[src/rtl/servo_pwm_bank.sv]
// Eight-channel servo PWM generator: angle commands are converted to pulse widths by a
// serial shift-add multiply, double-buffered, and applied only at 20 ms frame boundaries.
module servo_pwm_bank #(
  parameter int unsigned PERIOD_CYCLES = 1000000,
  parameter int unsigned MIN_CYCLES    = 50000,
  parameter int unsigned STEP_CYCLES   = 278,
  parameter int unsigned MAX_ANGLE     = 180
) (
  input  logic       clock,
  input  logic       resetn,
  input  logic       pwm_en,
  input  logic       cmd_valid,
  output logic       cmd_ready,
  input  logic [2:0] cmd_channel,
  input  logic [7:0] cmd_angle,
  output logic       cmd_done,
  output logic [7:0] servo_pwm,
  output logic       frame_start
);

  localparam int unsigned CW  = 20;
  localparam int unsigned NCH = 8;
  localparam logic [CW-1:0] CENTRE = CW'(MIN_CYCLES + 90 * STEP_CYCLES);
  localparam logic [CW-1:0] LAST   = CW'(PERIOD_CYCLES - 1);

  typedef enum logic [1:0] {IDLE, CALC, WRITE} state_t;

  state_t          state;
  logic [2:0]      ch;
  logic [7:0]      ang;
  logic [2:0]      k;
  logic [CW-1:0]   acc;
  logic [CW-1:0]   step_sh;
  logic [CW-1:0]   cnt;
  logic [CW-1:0]   shadow [NCH];
  logic [CW-1:0]   active [NCH];

  // cnt is the frame position the outputs will show after the next edge, so the
  // first cycle after reset release is already position 0 (frame_start).
  always_ff @(posedge clock or negedge resetn) begin
    if (!resetn) begin
      cnt         <= '0;
      frame_start <= 1'b0;
      servo_pwm   <= '0;
    end else begin
      frame_start <= (cnt == '0);
      for (int i = 0; i < NCH; i++) begin
        servo_pwm[i] <= pwm_en && (cnt < active[i]);
      end
      cnt <= (cnt == LAST) ? '0 : cnt + CW'(1);
    end
  end

  // Shadow takes each finished command; active reloads on the wrap, forwarding a same-cycle write.
  always_ff @(posedge clock or negedge resetn) begin
    if (!resetn) begin
      for (int i = 0; i < NCH; i++) begin
        shadow[i] <= CENTRE;
        active[i] <= CENTRE;
      end
    end else begin
      for (int i = 0; i < NCH; i++) begin
        if (state == WRITE && ch == 3'(i)) begin
          shadow[i] <= acc;
        end
        if (cnt == LAST) begin
          active[i] <= (state == WRITE && ch == 3'(i)) ? acc : shadow[i];
        end
      end
    end
  end

  // Command FSM: one angle bit per CALC cycle, LSB first, adding the matching shifted step.
  always_ff @(posedge clock or negedge resetn) begin
    if (!resetn) begin
      state     <= IDLE;
      ch        <= '0;
      ang       <= '0;
      k         <= '0;
      acc       <= '0;
      step_sh   <= '0;
      cmd_ready <= 1'b1;
      cmd_done  <= 1'b0;
    end else begin
      cmd_done <= 1'b0;
      case (state)
        IDLE: begin
          if (cmd_valid) begin
            ch        <= cmd_channel;
            ang       <= (cmd_angle > 8'(MAX_ANGLE)) ? 8'(MAX_ANGLE) : cmd_angle;
            acc       <= CW'(MIN_CYCLES);
            step_sh   <= CW'(STEP_CYCLES);
            k         <= '0;
            cmd_ready <= 1'b0;
            state     <= CALC;
          end
        end
        CALC: begin
          if (ang[0]) begin
            acc <= acc + step_sh;
          end
          ang     <= ang >> 1;
          step_sh <= step_sh << 1;
          k       <= k + 3'd1;
          if (k == 3'd7) begin
            state <= WRITE;
          end
        end
        WRITE: begin
          cmd_done  <= 1'b1;
          cmd_ready <= 1'b1;
          state     <= IDLE;
        end
        default: begin
          cmd_ready <= 1'b1;
          state     <= IDLE;
        end
      endcase
    end
  end

endmodule

[config.mk]
export PLATFORM = sky130hd
export DESIGN_NAME = servo_pwm_bank
export DESIGN_NICKNAME = d
export VERILOG_FILES = /design/src/rtl/servo_pwm_bank.sv
export SDC_FILE = /design/constraint.sdc
export NUM_CORES = 1
export LEC_CHECK = 0
export ABC_AREA = 1
export BUFFER_PORTS_ARGS = -buffer_cell sky130_fd_sc_hd__buf_2
export CAP_MARGIN = 5
export CORE_ASPECT_RATIO = 0.5
export CORE_MARGIN = 2
export CORE_UTILIZATION = 45
export DETAILED_ROUTE_END_ITERATION = 10
export PLACE_DENSITY = 0.67
export RECOVER_POWER = 25
export SETUP_SLACK_MARGIN = 0.02
export SYNTH_ARGS = -nofsm -noshare
export SYNTH_HDL_FRONTEND = slang
export SYNTH_SLANG_ARGS = --single-unit
[constraint.sdc]
create_clock -name clock -period 5.6 [get_ports clock]
set_input_delay 1.68 -clock clock [delete_from_list [all_inputs] [get_ports clock]]
set_output_delay 1.68 -clock clock [all_outputs]
set_load 0.01 [all_outputs]
==> results_dict.tcl, run 1 <==
set metrics [dict create \
    routedWlPerCell_um 16.1 \
    synthTopCellsByCount "nand2_1, inv_1, dfrtp_1" \
    hold_ws_ns 0.465 \
    clock-sinks 405 \
    period_share_pct 69.2 \
    outcome "finished with violations" \
    initial_core_util_pct 46.0 \
    clk_latency_ns 0.54 \
    multi_input_area_sq_um 8570 \
    synth.net_count 2643 \
    global_route.overflow_total 0 \
    h-tree-depth 2 \
    crit_path_end_kind "asynchronous set/reset pin" \
    crit_path_start_kind "input port" \
    routabilityCongestion 0.895 \
    violations "capacitance limit, slew limit" \
    worstMarginPinSlew_ns 3.03 \
    wl_um 50000 \
    synth_flop_cell "dfrtp_1" \
    grt_pass1_wl_um 80800 \
    syn_avg_cell_area_sq_um 8.54 \
    grt_use_total_pct 21.5 \
    post-route-util_pct 50.5 \
    cts_hold_buf 0 \
    synth.top_cell.area_share_pct 36.8 \
    power_density_nw_per_um2 373 \
    synthCells 2453 \
    clock_skew_ns 0.0127 \
    dieArea_sq_um 48400 \
    fillCellCount 4347 \
    io_buffer_count 25 \
    row_count 55 \
    yosys.area.top_type "dfrtp_1" \
    path_buf_inv 1 \
    async_flop_share_pct 100 \
    worst_path_largest_cell_delay_ns 2.09 \
    syn_area_sq_um 20900 \
    drc 0 \
    vias 15500 \
    slew_headroom_pct -102 \
    fin_crit_ns 3.88 \
    hold_violations 0 \
    cts_tree "yes" \
    via_per_inst 4.96 \
    crit_arrival_ns 3.86 \
    area_growth_pct 9.77 \
    static-leakage-power_nw 11.7 \
    antenna_found_initial 0 \
    root_buffer "clkbuf_16" \
    maxSlewViolCount 401 \
    wl_met3_um 2330 \
    crit_fanout 123 \
    ys_ff_latch 405 \
    cts_buffer_depth 3 \
    yosysMostFrequentCell "nand2_1" \
    peakVddDrop_mv 0.201 \
    total_power_mw 8.58 \
    seqCellArea_sq_um 10300 \
    die_w_um 309 \
    cp_cell_sequence "clkbuf_2" \
    io_pins 26 \
    nets 2646 \
    drt_pre_antenna_iters 5 \
    grt_pass1_vias 14600 \
    setup_ws_ns 1.72 \
    placed_area_sq_um 21600 \
    maxCapViolCount 8 \
    drive_gt1_share_pct 8.13 \
    wl_met2_um 20900 \
    finalSetupTns_ns 0 \
    critPathKind "in -> async" \
    post_cts_buffers 0 \
    ys_warn_count 0 \
    setup_viol 0 \
    drt_iter0_markers 1259 \
    ys_seq_area_share_pct 49.0 \
    cts_resized 0 \
    design_area_sq_um 23000 \
    hp-class "reg -> reg" \
    cp_top_family "buffers and inverters" \
    place_ws_ns 2.17 \
    highest_layer "met4" \
    design.core.area_sq_um 45600 \
    crit_slowest_cell "clkbuf_2" \
    antenna_left 0 \
    cts.clk_slew.worst_paths_ns 0.06 \
    dp_cells 3042 \
    hpwl_um 35000 \
    rsz0062_at_grt "false" \
    synth_edf_count 0 \
    cp.required_ns 5.58 \
    die_h_um 157 \
    synth_cell_types 38 \
    grt_max_degree 182 \
    netlist_top_cells_area "dfrtp_1, dfstp_2, nand2_1" \
    antennaDiodeCount 0 \
    drt-met1-wl_um 26000 \
    fmax_ghz 0.258 \
    cts-buffers-inserted 39 \
    final_cells 3113 \
]
kinds of logic after synthesis:
logic type / after synthesis / synth area share, %
adder cells (fa/ha/maj): 175 / 10.5
flip-flops: 405 / 49.0
buffers and inverters: 539 / 10.1
AO/OA/AOI/OAI: 498 / 14.0
XOR/XNOR: 15 / 0.627
AND/OR/NAND/NOR: 821 / 15.8
sequential cells by signal, summed over array words and instances, names as in the netlist, 2 cells and up:
register / cells
step_sh: 19
shadow: 160
ch: 3
servo_pwm: 8
cnt: 20
k: 3
ang: 8
state: 2
active: 160
acc: 19
metal layers:
layer / up-vias / track usage, %
li1: 7824 / -
met1: 7329 / 33.4
met2: 249 / 31.1
met3: 51 / 3.72
met4: 0 / 4.25
met5: - / 0
layout make-up:
cell class | instances | share of cell area, %
repair buffers | 36 | 0.985
flip-flops and latches | 405 | 44.6
clock buffers | 58 | 5.13
clock inverters | 13 | 0.947
well taps | 627 | 3.41
multi-input cells | 1509 | 37.3
inverters | 465 | 7.59
worst paths after layout:
check,start,end,slack (ns),cells past startpoint
hold reg to reg,shadow[40]$_DFF_PN0_,shadow[40]$_DFF_PN0_,0.46,2
setup / recovery,resetn,shadow[97]$_DFF_PN0_,1.72,1
hold / removal,shadow[40]$_DFF_PN0_,shadow[40]$_DFF_PN0_,0.46,2
max in group clock,cnt[1]$_DFF_PN0_,active[137]$_DFFE_PN0N_,2.22,9
min in group asynchronous,resetn,shadow[78]$_DFF_PN0_,2.13,1
setup reg to reg,cnt[1]$_DFF_PN0_,active[137]$_DFFE_PN0N_,2.22,9
placed cells by master, fill, tap and decap left out, drive strengths merged:
| master | count |
|---|---|
| a21oi | 101 |
| a22o | 2 |
| a22oi | 6 |
| a31oi | 1 |
| and2 | 1 |
| and3 | 1 |
| buf | 30 |
| bufinv | 6 |
| clkbuf | 64 |
| clkinv | 15 |
| clkinvlp | 1 |
| dfrtp | 308 |
| dfstp | 97 |
| fa | 1 |
| ha | 174 |
| inv | 456 |
| nand2 | 600 |
| nand3 | 62 |
| nand3b | 7 |
| nand4 | 18 |
| nor2 | 106 |
| nor3 | 22 |
| nor4 | 3 |
| o211ai | 1 |
| o21a | 154 |
| o21ai | 212 |
| o21bai | 2 |
| o22ai | 18 |
| o32ai | 1 |
| or2 | 1 |
| xnor2 | 1 |
| xor2 | 14 |
power breakdown:
part           internal (mW)  leakage (nW)  switching, mW
logic                  0.685          5.89           1.36
registers               3.42          5.16          0.233
clock network           1.74         0.688           1.14
total                   5.84          11.7           2.73
(Power assumes the default switching activity.)
==> run 2: changes to the inputs <==
Clock period 5.6 ns to 3.8 ns, I/O delays scaled along.
==> results_dict.tcl, run 2 (synthesis results as in run 1) <==
set metrics [dict create \
    outcome "finished with violations" \
    violations "capacitance limit, slew limit" \
    static-leakage-power_nw 11.8 \
    min_from "shadow[0]$_DFF_PN0_" \
    root_buffer "clkbuf_16" \
    crit_fanout 23 \
    peakVddDrop_mv 0.320 \
    routedWlPerCell_um 15.7 \
    cts_tree "yes" \
    busiest_layer "met2" \
    area_growth_pct 9.87 \
    fin_crit_ns 2.92 \
    io_pins 26 \
    finalSetupTns_ns 0 \
    via_per_inst 4.97 \
    grtUsageMet2_pct 31.8 \
    cts.clk_slew.worst_paths_ns 0.06 \
    nets 2658 \
    drc 0 \
    cts-buffers-inserted 39 \
    use_met1_pct 31.6 \
    grt_use_total_pct 21.1 \
    reg_top3 "active (160), shadow (160), cnt (20)" \
    grt_pass1_vias 14900 \
    row_count 55 \
    hpwl_um 34200 \
    fmax_ghz 0.342 \
    antennaDiodeCount 0 \
    global_route.overflow_total 0 \
    clk_latency_ns 0.55 \
    startpoint "state[0]$_DFFE_PN0P_" \
    maxSlewViolCount 78 \
    drt_iter0_markers 1119 \
    setup_viol 0 \
    p_clk_share_pct 31.6 \
    antenna_found_initial 0 \
    crit_path_end_kind "flop" \
    switching_share_pct 32.9 \
    power_density_nw_per_um2 536 \
    period_share_pct 77.0 \
    r2r_cells 8 \
    cts_hold_buf 0 \
    fillCellCount 4345 \
    internal_power_mw 8.28 \
    hold_violations 0 \
    critPathKind "reg -> reg" \
    rrSetupSlack_ns 0.88 \
    cts_resized 0 \
    drt_pre_antenna_iters 5 \
    hold_end "shadow[0]$_DFF_PN0_" \
    layout_common_cells "nand2_1, inv_1, dfrtp_1" \
    sequentialPowerShare_pct 43.4 \
    p_comb_share_pct 25.0 \
    crit_path_start_kind "flop" \
    design.core.area_sq_um 45600 \
    r2r-end "ang[3]$_DFFE_PN0P_" \
    h-tree-depth 2 \
    vias 15500 \
    wl_um 49200 \
    io_buffer_count 25 \
    p_sw_mw 4.06 \
    hold_depth 2 \
    hp-class "reg -> reg" \
    seqCellArea_sq_um 10300 \
    grt_util_met3_pct 3.41 \
    grt_max_degree 101 \
    routabilityCongestion 0.853 \
    worstReg2RegStart "state[0]$_DFFE_PN0P_" \
    drive_gt1_share_pct 8.93 \
    rsz0062_at_grt "false" \
    die_h_um 157 \
    cp.required_ns 4.22 \
    antenna_left 0 \
    multi_input_area_sq_um 8590 \
    worstMarginPinSlew_ns 2.26 \
    hold_ws_ns 0.459 \
    die_w_um 309 \
    crit_arrival_ns 3.35 \
    post_cts_buffers 0 \
    maxCapViolCount 1 \
    clock-sinks 405 \
    clock_skew_ns 0.0210 \
    dieArea_sq_um 48400 \
    final_common_cell "nand2_1" \
    initial_core_util_pct 46.0 \
    cts_buffer_depth 3 \
    slew_headroom_pct -51.0 \
    grt_pass1_wl_um 80300 \
]
## run 2: power groups by stage
stage          registers, mW  logic, mW  clock network [mW]
2_1_floorplan           5.33       2.24                   0
3_3_place_gp            5.40       3.01                   0
3_5_place_dp            5.42       3.08                   0
4_1_cts                 5.35       3.10                3.97
5_1_grt                 5.42       3.53                4.16
6_report                5.35       3.09                3.91
## run 2: worst max-delay path, cell delays in order (launching register included)
cell and delay, ns:
dfrtp_1 0.37, inv_1 0.06, nor2_1 0.80, inv_1 0.67, nand2_1 0.20, buf_4 0.27, inv_2 0.16, a22oi_1 0.17
nand2_1 0.09
## run 2: how the worst max path moves through the flow
stage          cells after the start                endpoint
6_report                           8      ang[3]$_DFFE_PN0P_
5_1_grt                            8      ang[3]$_DFFE_PN0P_
4_1_cts                            9  active[79]$_DFFE_PN0N_
3_5_place_dp                       9  active[79]$_DFFE_PN0N_
3_3_place_gp                       9  active[51]$_DFFE_PN0N_
2_1_floorplan                      7      acc[8]$_DFFE_PN0P_
## run 2: metrics by stage
| stage | setup slack [ns] | power [mW] | util [%] | area (sq um) | std cells |
|---|---|---|---|---|---|
| after global placement | 1.05 | 8.41 | 47.8 | 21800 | 3054 |
| after detailed placement | 0.992 | 8.49 | 47.8 | 21800 | 3054 |
| final | 0.876 | 12.3 | 50.5 | 23000 | 3125 |
| after floorplan | 1.75 | 7.57 | - | 20900 | 2453 |
| after CTS | 0.970 | 12.4 | 50.5 | 23000 | 3125 |
| after global routing | 0.539 | 13.1 | 50.5 | 23000 | 3125 |
## run 2: cell type report
| class | instances | share of cell area, % |
|---|---|---|
| sequential | 405 | 44.6 |
| clock buffer | 58 | 5.09 |
| timing repair buffer | 48 | 1.55 |
| multi-input combinational | 1509 | 37.4 |
| inverter | 465 | 7.59 |
| clock inverter | 13 | 0.430 |
| tap | 627 | 3.41 |
## run 2: metal layers
layer,routed length (um),vias to the layer above,share of wire (%)
li1,-,7861,-
met1,24800,7359,50
met2,20900,259,43
met3,2420,58,4.9
met4,991,0,2.0
met5,0,-,0
